[src/rtl/reg_file_mp_pkg.sv]
// Shared constants and helpers for the multi-port register file slice.
// Defaults, the zero-register address and the write-port priority resolver.
package reg_file_pkg;

    localparam int ADDR_W_DEF = 5;
    localparam int DATA_W_DEF = 32;
    localparam int NUM_RD_DEF = 2;
    localparam int NUM_WR_DEF = 2;
    localparam int ZERO_ADDR  = 0;
    localparam int MAX_PORTS  = 32;

    // Highest-index set bit wins; -1 when nothing matches.
    function automatic int last_match(input logic [MAX_PORTS-1:0] hits);
        int idx;
        idx = -1;
        for (int i = 0; i < MAX_PORTS; i++) begin
            if (hits[i]) idx = i;
        end
        return idx;
    endfunction

endpackage

[src/rtl/reg_file_mp_if.sv]
// Decode/writeback bus of the multi-port register file.
// The master drives addresses, write data and scoreboard sets; the slave answers.
interface reg_file_mp_if #(
    parameter int ADDR_W = 5,
    parameter int DATA_W = 32,
    parameter int NUM_RD = 2,
    parameter int NUM_WR = 2
) ();

    logic [NUM_RD*ADDR_W-1:0] RA;
    logic [NUM_RD*DATA_W-1:0] RD;
    logic [NUM_RD-1:0]        RBUSY;
    logic [NUM_WR-1:0]        WE;
    logic [NUM_WR*ADDR_W-1:0] WA;
    logic [NUM_WR*DATA_W-1:0] WD;
    logic                     SB_SET;
    logic [ADDR_W-1:0]        SB_ADDR;

    modport master (
        output RA, WE, WA, WD, SB_SET, SB_ADDR,
        input  RD, RBUSY
    );

    modport slave (
        input  RA, WE, WA, WD, SB_SET, SB_ADDR,
        output RD, RBUSY
    );

endinterface

[src/rtl/reg_file_mp_scoreboard.sv]
// Per-register busy bits for long-latency producers, with set-over-clear
// priority and a per-read-port busy lookup that can see this cycle's clears.
module reg_file_scoreboard #(
    parameter int ADDR_W   = 5,
    parameter int DEPTH    = 32,
    parameter int NUM_RD   = 2,
    parameter int NUM_WR   = 2,
    parameter bit ZERO_REG = 1'b1,
    parameter bit BYPASS   = 1'b1
) (
    input  logic                     CLK,
    input  logic                     RST,
    input  logic [NUM_RD*ADDR_W-1:0] ra,
    input  logic [NUM_WR-1:0]        wr_ok,
    input  logic [NUM_WR*ADDR_W-1:0] wa,
    input  logic                     sb_set,
    input  logic [ADDR_W-1:0]        sb_addr,
    output logic [NUM_RD-1:0]        rbusy
);

    logic [DEPTH-1:0] busy;
    logic [DEPTH-1:0] set_v;
    logic [DEPTH-1:0] clr_v;
    logic             set_ok;

    assign set_ok = RST && sb_set && (int'(sb_addr) < DEPTH)
                    && !(ZERO_REG && sb_addr == ADDR_W'(0));

    always_comb begin
        set_v = '0;
        clr_v = '0;
        if (set_ok) set_v[sb_addr] = 1'b1;
        for (int p = 0; p < NUM_WR; p++) begin
            if (wr_ok[p]) clr_v[wa[p*ADDR_W +: ADDR_W]] = 1'b1;
        end
    end

    always_ff @(posedge CLK or negedge RST) begin
        if (!RST) begin
            busy <= '0;
        end else begin
            busy <= (busy & ~clr_v) | set_v;
        end
    end

    // A clear that is not overridden by a fresh set looks already done when bypassing.
    always_comb begin
        logic [ADDR_W-1:0] a;
        rbusy = '0;
        for (int r = 0; r < NUM_RD; r++) begin
            a = ra[r*ADDR_W +: ADDR_W];
            if (RST && int'(a) < DEPTH && !(ZERO_REG && a == ADDR_W'(0))) begin
                rbusy[r] = busy[a] && !(BYPASS && clr_v[a] && !set_v[a]);
            end
        end
    end

endmodule

[src/rtl/reg_file_mp.sv]
// Parametrised NUM_RD-read / NUM_WR-write register file with optional zero
// register, write-to-read bypass and a busy scoreboard for multi-cycle producers.
module reg_file_mp
    import reg_file_pkg::*;
#(
    parameter int ADDR_W   = ADDR_W_DEF,
    parameter int DATA_W   = DATA_W_DEF,
    parameter int DEPTH    = 2**ADDR_W,
    parameter int NUM_RD   = NUM_RD_DEF,
    parameter int NUM_WR   = NUM_WR_DEF,
    parameter bit ZERO_REG = 1'b1,
    parameter bit BYPASS   = 1'b1
) (
    input  logic         CLK,
    input  logic         RST,
    reg_file_mp_if.slave bus
);

    logic [DATA_W-1:0]        mem [DEPTH];
    logic [NUM_WR-1:0]        wr_ok;
    logic [NUM_RD*DATA_W-1:0] rd_flat;

    // Dropped writes (reset, out of range, zero register) never reach the array or bypass.
    always_comb begin
        logic [ADDR_W-1:0] a;
        wr_ok = '0;
        for (int p = 0; p < NUM_WR; p++) begin
            a = bus.WA[p*ADDR_W +: ADDR_W];
            wr_ok[p] = RST && bus.WE[p] && (int'(a) < DEPTH)
                       && !(ZERO_REG && a == ADDR_W'(ZERO_ADDR));
        end
    end

    // Later ports in the loop overwrite earlier ones, so the highest index wins.
    always_ff @(posedge CLK or negedge RST) begin
        if (!RST) begin
            for (int i = 0; i < DEPTH; i++) mem[i] <= '0;
        end else begin
            for (int p = 0; p < NUM_WR; p++) begin
                if (wr_ok[p]) mem[bus.WA[p*ADDR_W +: ADDR_W]] <= bus.WD[p*DATA_W +: DATA_W];
            end
        end
    end

    always_comb begin
        logic [ADDR_W-1:0]    a;
        logic [MAX_PORTS-1:0] hits;
        int                   idx;
        rd_flat = '0;
        for (int r = 0; r < NUM_RD; r++) begin
            a    = bus.RA[r*ADDR_W +: ADDR_W];
            hits = '0;
            for (int p = 0; p < NUM_WR; p++) begin
                hits[p] = wr_ok[p] && (bus.WA[p*ADDR_W +: ADDR_W] == a);
            end
            idx = last_match(hits);
            if (RST && int'(a) < DEPTH && !(ZERO_REG && a == ADDR_W'(ZERO_ADDR))) begin
                if (BYPASS && idx >= 0) rd_flat[r*DATA_W +: DATA_W] = bus.WD[idx*DATA_W +: DATA_W];
                else                    rd_flat[r*DATA_W +: DATA_W] = mem[a];
            end
        end
    end

    assign bus.RD = rd_flat;

    reg_file_scoreboard #(
        .ADDR_W  (ADDR_W),
        .DEPTH   (DEPTH),
        .NUM_RD  (NUM_RD),
        .NUM_WR  (NUM_WR),
        .ZERO_REG(ZERO_REG),
        .BYPASS  (BYPASS)
    ) u_sb (
        .CLK    (CLK),
        .RST    (RST),
        .ra     (bus.RA),
        .wr_ok  (wr_ok),
        .wa     (bus.WA),
        .sb_set (bus.SB_SET),
        .sb_addr(bus.SB_ADDR),
        .rbusy  (bus.RBUSY)
    );

endmodule

[src/flat_wrapper.sv]
// flat-port wrapper written by rule: the top's interface ports become plain ports
module reg_file_mp_flat import reg_file_pkg::*;
#(
    parameter int ADDR_W   = ADDR_W_DEF,
    parameter int DATA_W   = DATA_W_DEF,
    parameter int DEPTH    = 2**ADDR_W,
    parameter int NUM_RD   = NUM_RD_DEF,
    parameter int NUM_WR   = NUM_WR_DEF,
    parameter bit ZERO_REG = 1'b1,
    parameter bit BYPASS   = 1'b1
)
  (CLK, RST, bus_RA, bus_WE, bus_WA, bus_WD, bus_SB_SET, bus_SB_ADDR, bus_RD, bus_RBUSY);
  reg_file_mp_if #(.ADDR_W(ADDR_W), .DATA_W(DATA_W), .NUM_RD(NUM_RD), .NUM_WR(NUM_WR)) bus_i ();
  input  logic CLK;
  input  logic RST;
  input wire logic [$bits(bus_i.RA)-1:0] bus_RA;
  input wire logic [$bits(bus_i.WE)-1:0] bus_WE;
  input wire logic [$bits(bus_i.WA)-1:0] bus_WA;
  input wire logic [$bits(bus_i.WD)-1:0] bus_WD;
  input wire logic [$bits(bus_i.SB_SET)-1:0] bus_SB_SET;
  input wire logic [$bits(bus_i.SB_ADDR)-1:0] bus_SB_ADDR;
  output wire logic [$bits(bus_i.RD)-1:0] bus_RD;
  output wire logic [$bits(bus_i.RBUSY)-1:0] bus_RBUSY;
  assign bus_i.RA = bus_RA;
  assign bus_i.WE = bus_WE;
  assign bus_i.WA = bus_WA;
  assign bus_i.WD = bus_WD;
  assign bus_i.SB_SET = bus_SB_SET;
  assign bus_i.SB_ADDR = bus_SB_ADDR;
  assign bus_RD = bus_i.RD;
  assign bus_RBUSY = bus_i.RBUSY;
  reg_file_mp #(.ADDR_W(ADDR_W), .DATA_W(DATA_W), .DEPTH(DEPTH), .NUM_RD(NUM_RD), .NUM_WR(NUM_WR), .ZERO_REG(ZERO_REG), .BYPASS(BYPASS)) u_core (.CLK(CLK), .RST(RST), .bus(bus_i));
endmodule
[config.mk]
export PLATFORM = sky130hd
export DESIGN_NAME = reg_file_mp_flat
export DESIGN_NICKNAME = d
export VERILOG_FILES = /design/src/rtl/reg_file_mp_pkg.sv /design/src/rtl/reg_file_mp_if.sv /design/src/rtl/reg_file_mp_scoreboard.sv /design/src/rtl/reg_file_mp.sv /design/src/flat_wrapper.sv
export SDC_FILE = /design/constraint.sdc
export NUM_CORES = 2
export LEC_CHECK = 0
export BUFFER_PORTS_ARGS = -buffer_cell sky130_fd_sc_hd__buf_4
export CORE_UTILIZATION = 40
export DETAILED_ROUTE_END_ITERATION = 12
export PLACE_DENSITY = 0.54
export SLEW_MARGIN = 20
export SYNTH_ARGS = -nofsm -noshare
export SYNTH_HDL_FRONTEND = slang
export SYNTH_SLANG_ARGS = --single-unit
[constraint.sdc]
create_clock -name CLK -period 3 [get_ports CLK]
set_input_delay 0.6 -clock CLK [delete_from_list [all_inputs] [get_ports CLK]]
set_output_delay 0.6 -clock CLK [all_outputs]
set_load 0.02 [all_outputs]
# Word-level counts from Yosys, hierarchy flattened
# Cells that the tools add are included.
# op_classes
n_reduce_logical,35
magnitude_cmp,16
shift,2
n_eq_ne,4
n_mux,45
bitwise,8
# ops
operator,n
1024-bit bitwise mux,2
1024-bit two-way mux,2
32-bit two-way mux,17
32-bit binary-select mux with 5-bit select,2
32-bit demux with 5-bit select,2
64-bit by 32-bit indexed part select with 32-bit output,2
32-bit by 1-bit >= comparator with 1-bit output (second input constant),2
32-bit OR,2
32-bit AND,1
32-bit inverter,1
1-bit binary-select mux with 5-bit select,6
5-bit by 6-bit less-than comparator with 1-bit output (second input constant),5
5-bit logical NOT,5
6-bit >= comparator (second input constant),4
5-bit inverter with 6-bit output,4
1-bit logical AND,21
5-bit == test,4
1-bit demux with 5-bit select,3
5-bit by 1-bit >= comparator with 1-bit output (second input constant),3
6-bit by 1-bit less-than comparator with 1-bit output (second input constant),2
1-bit two-way mux,11
1-bit logical NOT,9
# word_totals
inputBits,94
out_inout_bits,66
regBits,1056

# Logic depth before layout (Yosys ltp)
# depth
word_depth,13
mapped_depth,12
mapped_depth_nobuf,6

# Hierarchy
# Synthesis repeated with hierarchy kept, for this count alone.
# unflattened
hier_cells,6703
area_unflattened_um2,68379.3
# modules_own_cells
mod,area_each_um2,n_inst,seq_area_each_um2,cells_per_inst
reg_file_mp,65171.3,1,25624.6,6358
reg_file_scoreboard,3208.1,1,800.8,345

# Least setup slack after synthesis
# OpenSTA, ideal clock, no wires.
# synth_path
path_type,in2out
start,in bus_RA[5]
end,out bus_RD[62]
path_slack_ns,-0.322
arrival_time_ns,2.722
path_stages,11
cell_sequence,buf_4 -> buf_6 -> buf_6 -> buf_6 -> buf_6 -> xnor2_1 -> and4_1 -> buf_1 -> clkbuf_1 -> a211oi_1 -> nor3_1
# synth_between
elab_chain_cells,7
# synth_rtl
element,line,text
from (decl),flat_wrapper.sv:16,input wire logic [$bits(bus_i.RA)-1:0] bus_RA;
5-bit == test,reg_file_mp.sv:54,hits[p] = wr_ok[p] && (bus.WA[p*ADDR_W +: ADDR_W] == a);
1-bit logical AND,reg_file_mp.sv:54,
32-bit two-way mux (2 in series),reg_file_mp_pkg.sv:17,if (hits[i]) idx = i;
32-bit by 1-bit >= comparator with 1-bit output / 64-bit by 32-bit indexed part select with 32-bit output (equally long branches),reg_file_mp.sv:58,if (BYPASS && idx >= 0) rd_flat[r*DATA_W +: DATA_W] = bus.WD[idx*DATA_W +: DATA_W];
32-bit two-way mux,reg_file_mp.sv:58,
32-bit two-way mux *,reg_file_mp.sv:57,if (RST && int'(a) < DEPTH && !(ZERO_REG && a == ADDR_W'(ZERO_ADDR))) begin
to (decl),flat_wrapper.sv:22,output wire logic [$bits(bus_i.RD)-1:0] bus_RD;
# Mark *: on every way between the ends. The rest lies on a longest branch, timed or not. The select of a mux whose other input is x is not followed.

# Worst setup path in the final report
# layout_path
start,in bus_RA[0]
end,out bus_RD[2]
# Same word-level chain as after synthesis.

==> results.toml <==
[setup_path]
crit_chain = "buf_12 -> buf_12 -> xnor2_1 -> nand3_1 -> nor4_4 -> buf_12 -> buf_12 -> buf_16 -> a211oi_2 -> nor3_4 -> buf_6"
critPathMaxStageDelay_ns = 0.49
crit_slowest_cell = "nor3_4"
cp-end-kind = "primary output"
start_kind = "input port"
cp_common_cell = "buf_12"
r2r-end = "u_core.mem[22]"
cp.arrival_ns = 3.14
required_ns = 2.40
timing.rr.start = "u_core.mem[22]"
r2r_slack_ns = 1.89
path_class = "input port to primary output"
critPathMaxFanout = 23
worst_r2r_path_depth = 5

[synth]
synth-seq-area-share = 0.386
synth.cell_area_um2 = 68400
yosys.area.top_type = "dfrtp_1"
postSynthCellCount = 6452
synth.yosys.warnings = 0
synth_top_cell_area_share = 0.386
synth_edf_count = 0
ys_seq_elements = 1056
yosysMostFrequentCell = "dfrtp_1"
async_flop_share = 1.00
yosysUniqueCellTypes = 70
ys_top_cells_by_area = "dfrtp_1 (39%), mux4_2 (20%), mux2i_1 (15%)"
avgSynthCellArea_um2 = 10.6
ys.flop_type = "dfrtp_1"
syn_nets = 6546
synth_commonest_cells = "dfrtp_1 (1056), mux2i_1 (995), nor2_1 (629)"

[placed_design]
hpwl_um = 190000
post-place-ws_ns = -1.21
io_buffers = 159
gp_congestion = 0.966

[detailed_routing]
vias = 57938
wl_per_cell_um = 33.2
final_antenna_net_count = 0
vias_per_cell = 6.38
totalWireLength_um = 301000
drt_iter0_drc = 7395
dr.pass1.iters = 6
remaining_drc_errors = 0

[hold_path]
min-delay-start = "bus_WD[36]"
whs_path_depth = 3
holdPathEnd = "u_core.mem[356]"
hold_path_class = "input port to flop"

[timing]
tightest_slew_ns = 1.19
max_freq_mhz = 267
hold_viol = 0
setup_viol = 66
whs_ns = 0.158
rsz0062_at_grt = "yes"
layout_setup_ws_ns = -0.744
maxSlewViolCount = 0
maxSlewHeadroom = 0.206
fin_crit_ns = 3.74
clock_skew_ns = 0
post-route-period-util = 1.25
fin_setup_tns_ns = -38.69

[cts]
clk_pin_slew_ns = 0.06
cts_root_buffer = "clkbuf_16"
cts_tree = "built"
numClockSinks = 1056
clock_latency_ns = 0.78
cts_max_path_buffers = 3
numCtsBuffers = 119
htreeDepth = 3

[pwr]
vdd_drop_max_v = 0.000575
p_per_area_nw_per_um2 = 589
leakage_nw = 36.4
power_mw = 50.1

[floorplanning]
fp.dieW_um = 416
core_area_um2 = 170000
row_count = 151
start_util = 0.403
fp.dieH_um = 416
die_area_um2 = 173000
num_io_pins = 160

[job]
max_cap_viol_count = 0

[global_routing]
antenna_found_initial = 12
grt_pass1_wl_um = 430000
grt_pass1_vias = 56087
grt_max_degree = 177
track_usage = 0.344
grt.overflow.total = 0

[cells_and_area]
fillers = 14941
area_delta_synth_final_pct = 24.3
nNetsFinal = 6850
fin_util = 0.501
layout-drive-gt1-share = 0.324

[outcome]
status = "complete, but fails checks"
violations = "negative setup slack"
## report_power, final
| group | switching [mW] | internal [mW] | total (mW) |
|---|---|---|---|
| clock | 6.77 | 8.98 | 15.7 |
| combinational | 6.28 | 7.68 | 14.0 |
| sequential | 2.78 | 17.6 | 20.4 |
## worst max-delay path: cells and delay by family
kind | cells | cell delay [ns]
AO/OA/AOI/OAI | 1 | 0.15
AND/OR/NAND/NOR | 3 | 1.09
buffers and inverters | 6 | 1.09
XOR/XNOR | 1 | 0.14
## repair_timing
item,4_1_cts,5_1_grt
gates resized for setup,404,135
setup buffers,68,52
cloned,12,1
endpoints found under the hold margin,18,0
hold buffers,1,0
endpoints found under the setup margin,66,66
pin swaps,83,81
## metal layers
| layer | GRT usage | vias up | part of all wire |
|---|---|---|---|
| met5 | 0 | - | 0.00014 |
| met2 | 0.526 | 3238 | 0.45 |
| met3 | 0.0711 | 740 | 0.092 |
| met4 | 0.181 | 8 | 0.061 |
| met1 | 0.461 | 29692 | 0.40 |
| li1 | - | 24260 | - |
## worst max path at each step
stage | slack [ns] | cells past startpoint | start | end
after detailed placement | -1.21 | 13 | bus_WA[2] | bus_RD[10]
after global routing | -0.73 | 9 | u_core.mem[131] | bus_RD[35]
after global placement | -1.37 | 12 | bus_WA[2] | bus_RD[40]
final | -0.74 | 11 | bus_RA[0] | bus_RD[2]
after CTS | -0.74 | 9 | u_core.mem[131] | bus_RD[35]
after floorplan | -0.05 | 9 | bus_RA[5] | bus_RD[32]
## sequential cells by signal, indices dropped and copies added, names as in the netlist
| name | count |
|---|---|
| u_core.mem | 1024 |
| u_core.u_sb.busy | 32 |
## per-stage QoR
step | area [um^2] | instances
floorplan | 69100 | 6452
global placement | 77100 | 8753
detailed placement | 77100 | 8753
CTS | 83900 | 9030
global route | 85000 | 9080
finish | 85000 | 9083
## cell usage in the layout, fill, tap and decap left out, types with 9 or more instances in the layout
cell type	netlist	final
clkinv_2	0	33
bufinv_16	0	11
nor2_4	0	32
inv_2	1	54
and2_0	9	9
xnor2_1	11	11
o21ai_0	494	494
buf_16	0	23
nand3_1	28	28
nand2_1	523	493
buf_8	0	13
mux2i_1	995	995
nor3_4	0	14
a2111oi_2	0	12
and2_1	88	86
a211oi_4	0	13
a211oi_2	0	107
nor2_1	629	597
nor2b_1	66	64
xor2_1	15	15
nor3_2	0	50
buf_4	36	745
buf_12	0	163
a211oi_1	195	75
mux4_2	598	598
inv_1	83	22
o22ai_1	22	19
clkbuf_1	540	19
dfrtp_1	1056	1056
a21oi_1	519	519
a2111oi_4	0	52
nand2_4	0	30
nand3b_1	9	9
buf_6	22	57
clkbuf_8	0	28
clkbuf_16	0	121
## final cells by class
cell class | instances | area, um^2 | area share
Antenna cell | 7 | 17.5 | 0.000206
Timing Repair Buffer | 1008 | 10500 | 0.124
Clock buffer | 166 | 3450 | 0.0405
Sequential cell | 1056 | 26400 | 0.311
Clock inverter | 57 | 681 | 0.00801
Tap cell | 2218 | 2780 | 0.0326
Multi-Input combinational cell | 4486 | 40800 | 0.480
Inverter | 85 | 342 | 0.00402
## cell families (layout without fill, tap and decap cells)
kind of cell,count (synthesis),after routing,synth area share
AOI/OAI and AO/OA,1380,1380,0.116
xor gates and xnor gates,26,26,0.00333
buffers and inverters,910,1316,0.0576
DFF,1056,1056,0.386
muxes,1593,1593,0.343
other,0,7,0
and+or+nand+nor,1487,1487,0.0939
No activity file was read; power rests on OpenSTA's default activity.
